<file path="config.mk">
export PLATFORM = sky130hd
export DESIGN_NAME = serial_adder
export DESIGN_NICKNAME = d
export VERILOG_FILES = /design/src/rtl/serial_adder_pkg.sv /design/src/rtl/full_adder.sv /design/src/rtl/serial_adder.sv
export SDC_FILE = /design/constraint.sdc
export NUM_CORES = 1
export LEC_CHECK = 0
export ABC_AREA = 1
export CORE_MARGIN = 2
export CORE_UTILIZATION = 30
export DETAILED_ROUTE_END_ITERATION = 7
export GPL_ROUTABILITY_DRIVEN = 0
export PLACE_DENSITY = 0.55
export SYNTH_ARGS = -nofsm -noshare
export SYNTH_HDL_FRONTEND = slang
export SYNTH_SLANG_ARGS = --single-unit
export TNS_END_PERCENT = 10
</file>
<file path="constraint.sdc">
create_clock -name clk -period 2.6 [get_ports clk]
set_clock_uncertainty 0.15 [all_clocks]
set_input_delay 0.52 -clock clk [delete_from_list [all_inputs] [get_ports clk]]
set_output_delay 0.52 -clock clk [all_outputs]
set_load 0.01 [all_outputs]
</file>
<file path="src/rtl/serial_adder_pkg.sv">
// Shared types and defaults for the bit-serial adder.
package serial_adder_pkg;

  localparam int unsigned DEFAULT_WIDTH = 8;

  typedef enum logic {
    IDLE = 1'b0,
    RUN  = 1'b1
  } state_t;

endpackage

</file>
<file path="src/rtl/full_adder.sv">
// One-bit combinational full-adder cell used by serial_adder.
module full_adder (
  input  logic a,
  input  logic b,
  input  logic cin,
  output logic s,
  output logic cout
);

  // Sum and majority carry
  assign s    = a ^ b ^ cin;
  assign cout = (a & b) | (a & cin) | (b & cin);

endmodule

</file>
<file path="src/rtl/serial_adder.sv">
// Bit-serial WIDTH-bit adder: one full-adder cell plus a carry flop, LSB first.
// Optional feature: define SERIAL_ADDER_OVF_EN to add the signed-overflow output ovf.
module serial_adder
  import serial_adder_pkg::*;
#(
  parameter int unsigned WIDTH = DEFAULT_WIDTH
) (
  input  logic             clk,
  input  logic             rst_n,
  input  logic             start,
  input  logic [WIDTH-1:0] a,
  input  logic [WIDTH-1:0] b,
  input  logic             cin,
  output logic             busy,
  output logic             done,
  output logic [WIDTH-1:0] sum,
`ifdef SERIAL_ADDER_OVF_EN
  output logic             ovf,
`endif
  output logic             cout
);

  localparam int unsigned CNT_W = (WIDTH > 2) ? $clog2(WIDTH) : 1;

  state_t             state_q;
  logic [CNT_W-1:0]   cnt_q;
  logic [WIDTH-1:0]   a_sr_q;
  logic [WIDTH-1:0]   b_sr_q;
  logic [WIDTH-1:0]   sum_q;
  logic               carry_q;
  logic               cout_q;
  logic               done_q;
`ifdef SERIAL_ADDER_OVF_EN
  logic               ovf_q;
`endif

  logic fa_s_c;
  logic fa_co_c;
  logic last_bit_c;

  // Single shared full-adder cell fed by the operand LSBs and the carry flop
  full_adder u_fa (
    .a    (a_sr_q[0]),
    .b    (b_sr_q[0]),
    .cin  (carry_q),
    .s    (fa_s_c),
    .cout (fa_co_c)
  );

  assign last_bit_c = (cnt_q == CNT_W'(WIDTH - 1));

  // Control FSM with operand/sum shift registers and registered result flags
  always_ff @(posedge clk or negedge rst_n) begin
    if (!rst_n) begin
      state_q <= IDLE;
      cnt_q   <= '0;
      a_sr_q  <= '0;
      b_sr_q  <= '0;
      sum_q   <= '0;
      carry_q <= 1'b0;
      cout_q  <= 1'b0;
      done_q  <= 1'b0;
`ifdef SERIAL_ADDER_OVF_EN
      ovf_q   <= 1'b0;
`endif
    end else begin
      done_q <= 1'b0;
      unique case (state_q)
        IDLE: begin
          if (start) begin
            a_sr_q  <= a;
            b_sr_q  <= b;
            carry_q <= cin;
            cnt_q   <= '0;
            state_q <= RUN;
          end
        end
        RUN: begin
          sum_q   <= {fa_s_c, sum_q[WIDTH-1:1]};
          a_sr_q  <= {1'b0, a_sr_q[WIDTH-1:1]};
          b_sr_q  <= {1'b0, b_sr_q[WIDTH-1:1]};
          carry_q <= fa_co_c;
          cnt_q   <= cnt_q + CNT_W'(1);
          if (last_bit_c) begin
            cout_q  <= fa_co_c;
`ifdef SERIAL_ADDER_OVF_EN
            // Carry into the MSB is carry_q; carry out is the cell's carry
            ovf_q   <= carry_q ^ fa_co_c;
`endif
            done_q  <= 1'b1;
            state_q <= IDLE;
          end
        end
        default: state_q <= IDLE;
      endcase
    end
  end

  assign busy = (state_q == RUN);
  assign done = done_q;
  assign sum  = sum_q;
  assign cout = cout_q;
`ifdef SERIAL_ADDER_OVF_EN
  assign ovf  = ovf_q;
`endif

endmodule

</file>
---- Yosys cells after proc, flatten, opt, wreduce, memory -nomap -nowiden ----
Index checks and enable logic that the tools add are counted.
W data, S select, Z words.
storage, ports and cells
  flip-flop bits (word level) ............. 31
  output and inout port bits .............. 11
  logic and storage cells ................. 33
operators by class
  $add $sub $neg .......................... 1
  equal/unequal tests ..................... 2
  mux-type cells .......................... 13
  bitwise logic cells ..................... 8
  reductions and logical operators ........ 1
operators with widths
  kind                   count
  $pmux W8 S2            2
  $mux W8                2
  $pmux W3 S2            1
  $mux W1                5
  $pmux W1 S2            2
  $add A3 B1 Y3 const B  1
  $and A1 B1 Y1          3
  $eq A3 B3 Y1 const B   1
  $mux W3                1
  $ne A2 B2 Y1 const B   1
  $or A1 B1 Y1           2
  $reduce_and A2 Y1      1
  $xor A1 B1 Y1          2
  $not A1 Y1             1

---- Depth between registers and ports, before layout ----
  word-level depth ........................ 4
  mapped depth ............................ 6
  mapped depth without buffers ............ 6

---- Modules after synthesis ----
From an unflattened synthesis, not the netlist that was laid out.
second synthesis, totals
  cells, all modules ...................... 147
  area, all modules ....................... 1360.1 um2
modules (own cells, without submodules)
  module        instances  cells an instance  area each (um2)  sequential area each (um2)
  serial_adder  1          146                1340.0           775.7
  full_adder    1          1                  20.0             0.0

---- Worst setup path after synthesis ----
Ideal clock, no wire load.
  path kind ............................... input to register
  start point ............................. in start
  end point ............................... reg a_sr_q[0]
  arrival ................................. 0.970 ns
  path slack .............................. 1.356 ns
  cell stages on the path ................. 4
  buffers on the path ..................... 2
  path through ............................ buf_4 -> buf_4 -> nand3_1 -> nand3_1
on the way
  word-level cells in the longest chain between the ends .. 1
ends and longest elaborated chain
  item                    line                text
  start, declared         serial_adder.sv:10  input logic start,
  $ne A2 B2 Y1 (no line)  n/a
  end signal, assigned    serial_adder.sv:80  a_sr_q <= {1'b0, a_sr_q[WIDTH-1:1]};
  end, declared           serial_adder.sv:27  logic [WIDTH-1:0] a_sr_q;
Every way passes these cells.
A chain may end at the register's enable or synchronous reset.

---- Worst setup path after layout ----
  start point ............................. reg sum_q[3], in the netlist sum[3]
  end point ............................... out sum[3]
RTL lines
  item                    line                text
  start, declared         serial_adder.sv:29  logic [WIDTH-1:0] sum_q;
  start signal, assigned  serial_adder.sv:79  sum_q <= {fa_s_c, sum_q[WIDTH-1:1]};
  end, declared           serial_adder.sv:16  output logic [WIDTH-1:0] sum,
No word-level cell between the ends.

==> metrics.yaml <==
ir_worst_vdd_v: 0.000238
fin_crit_ns: 1.87
cpMaxStageDelayCell: "clkdlybuf4s50_1"
timing.fmax_ghz: 0.534
first_pass_iters: 4
maxSlewViolCount: 0
antenna_found_initial: 0
endpoint_kind: "output pin"
start_util: 0.313
worstPathArrival_ns: 1.20
synth.area.top_cells: "dfrtp_1, nand2_1, nand3_1, buf_6, ha_1"
htree_levels: 2
start_kind: "flip-flop"
crit_chain: "clkdlybuf4s50_1"
grt_max_degree: 32
yosys_warnings: 0
cts.clk_slew.worst_paths_ns: 0.06
required_ns: 1.93
wl_per_cell_microns: 11.9
yosysUniqueCellTypes: 13
die_w_microns: 71.4
ys_ff_latch: 31
layout-drive-gt1-share: 0.0562
setup_viol: 0
final_cell_mix: "nand2_1, nand3_1, dfrtp_1, clkdlybuf4s50_1, clkbuf_8"
track_usage: 0.121
max_stage_delay_ns: 0.55
port_buffers: 30
cts-root-buf: "clkbuf_8"
critPathBufInv: 1
ctsResizeCount: 0
vias: 1066
syn_area_sq_um: 1360
std_cell_rows: 24
die_y_microns: 71.4
powerDensity_nw_per_um2: 1020
via_per_inst: 4.63
crit_family: "buffers and inverters"
post-route-drc-count: 0
rsz0062_at_grt: "false"
core-area_sq_um: 4350
hp-class: "flip-flop to flip-flop"
cts-buffers-inserted: 5
nets: 202
dieArea_sq_um: 5090
first_iter_violations: 54
clkLatencyLatePin_ns: 0.27
n_antenna_cell: 0
max_slew.worst_pin.slew_ns: 0.389
synth_nets: 171
overflow: 0
outcome: "finished, final reports clean"
period_share: 0.720
clockBufferDepth: 2
pin_count: 31
cts_tree: "done"
post-route-util: 0.399
stdcell_area_sq_um: 1740
max_slew_margin: 0.741
synthesis.instances: 148
placed_area_sq_um: 1670
wirelength_mm: 2.73
synth_area_leader_cell: "dfrtp_1"
path_class: "flip-flop to output pin"
drv_cap: 0
avgSynthCellArea_sq_um: 9.20
clock_sinks: 31
synth_top_area_share: 0.570
grt_pass1_wl_mm: 4.77
ant_nets: 0
p_leak_nw: 0.848
final_common_cell: "nand2_1"
synth-seq-area-share: 0.570
fin_setup_tns_ns: 0
grt_pass1_vias: 1091
crit_fanout: 3
area_growth_pct: 27.7
post_cts_buffers: 0
dp_hpwl_mm: 1.87
hold_viol_final: 0
cts_hold_buf: 0
==> registers in the layout, indices dropped and copies added (netlist names) <==
name,count
carry_q,1
busy,1
done,1
cout,1
cnt_q,3
b_sr_q,8
a_sr_q,8
sum,8
==> logic make-up after synthesis <==
family          count (synthesis)  synth area share
compound gates                  3            0.0110
fa+ha+maj                       3            0.0331
simple gates                   99             0.314
buf+inv                        12            0.0717
flops                          31             0.570
==> cell usage after synthesis, drive strengths merged <==
| cell type | n |
|---|---|
| nand3 | 32 |
| dfrtp | 31 |
| buf | 9 |
| fa | 1 |
| inv | 3 |
| nand2 | 65 |
| o21ai | 3 |
| nor2 | 2 |
| ha | 2 |
==> final timing paths <==
kind	cells after the start	slack (ns)	start	end
worst max-delay path	1	0.73	sum[3]	sum[3]
worst min-delay path	2	0.32	b_sr_q[7]	b_sr_q[7]
worst max register to register	4	1.25	busy	cnt_q[0]
worst min register to register	2	0.32	b_sr_q[7]	b_sr_q[7]
max in group asynchronous	2	1.53	rst_n	done
min in group asynchronous	2	0.48	rst_n	sum[7]
==> report_power, final <==
group	internal [W]	switching, W
clock network	0.000178	0.000154
logic	0.000302	0.000356
registers	0.000673	0.000112
total	0.00115	0.000622
==> cell type report <==
class | instances | area, sq um
fillers | 435 | 2620
flip-flops and latches | 31 | 776
multi-input cells | 105 | 488
repair buffers | 33 | 323
clock buffers | 6 | 72.6
well taps | 52 | 65.1
inverters | 3 | 13.8
==> layer usage <==
metal	wire length, microns	global-route usage	up-vias	share of wire
met5	0	0	-	0
met3	117	0.0366	5	0.043
li1	-	-	532	-
met2	1350	0.198	22	0.49
met4	63	0.0734	0	0.023
met1	1200	0.140	507	0.44
==> per-stage QoR <==
step	setup WS [ns]	hold WS, ns	cells	total power (W)
finish	0.729	0.324	230	0.00178
global route	0.686	0.350	230	0.00192
CTS	0.719	0.324	230	0.00180
detailed placement	0.787	0.309	224	0.00146
global placement	0.810	0.305	224	0.00143
floorplan	1.36	0.0744	148	0.00124
No activity file was read; power rests on OpenSTA's default activity.
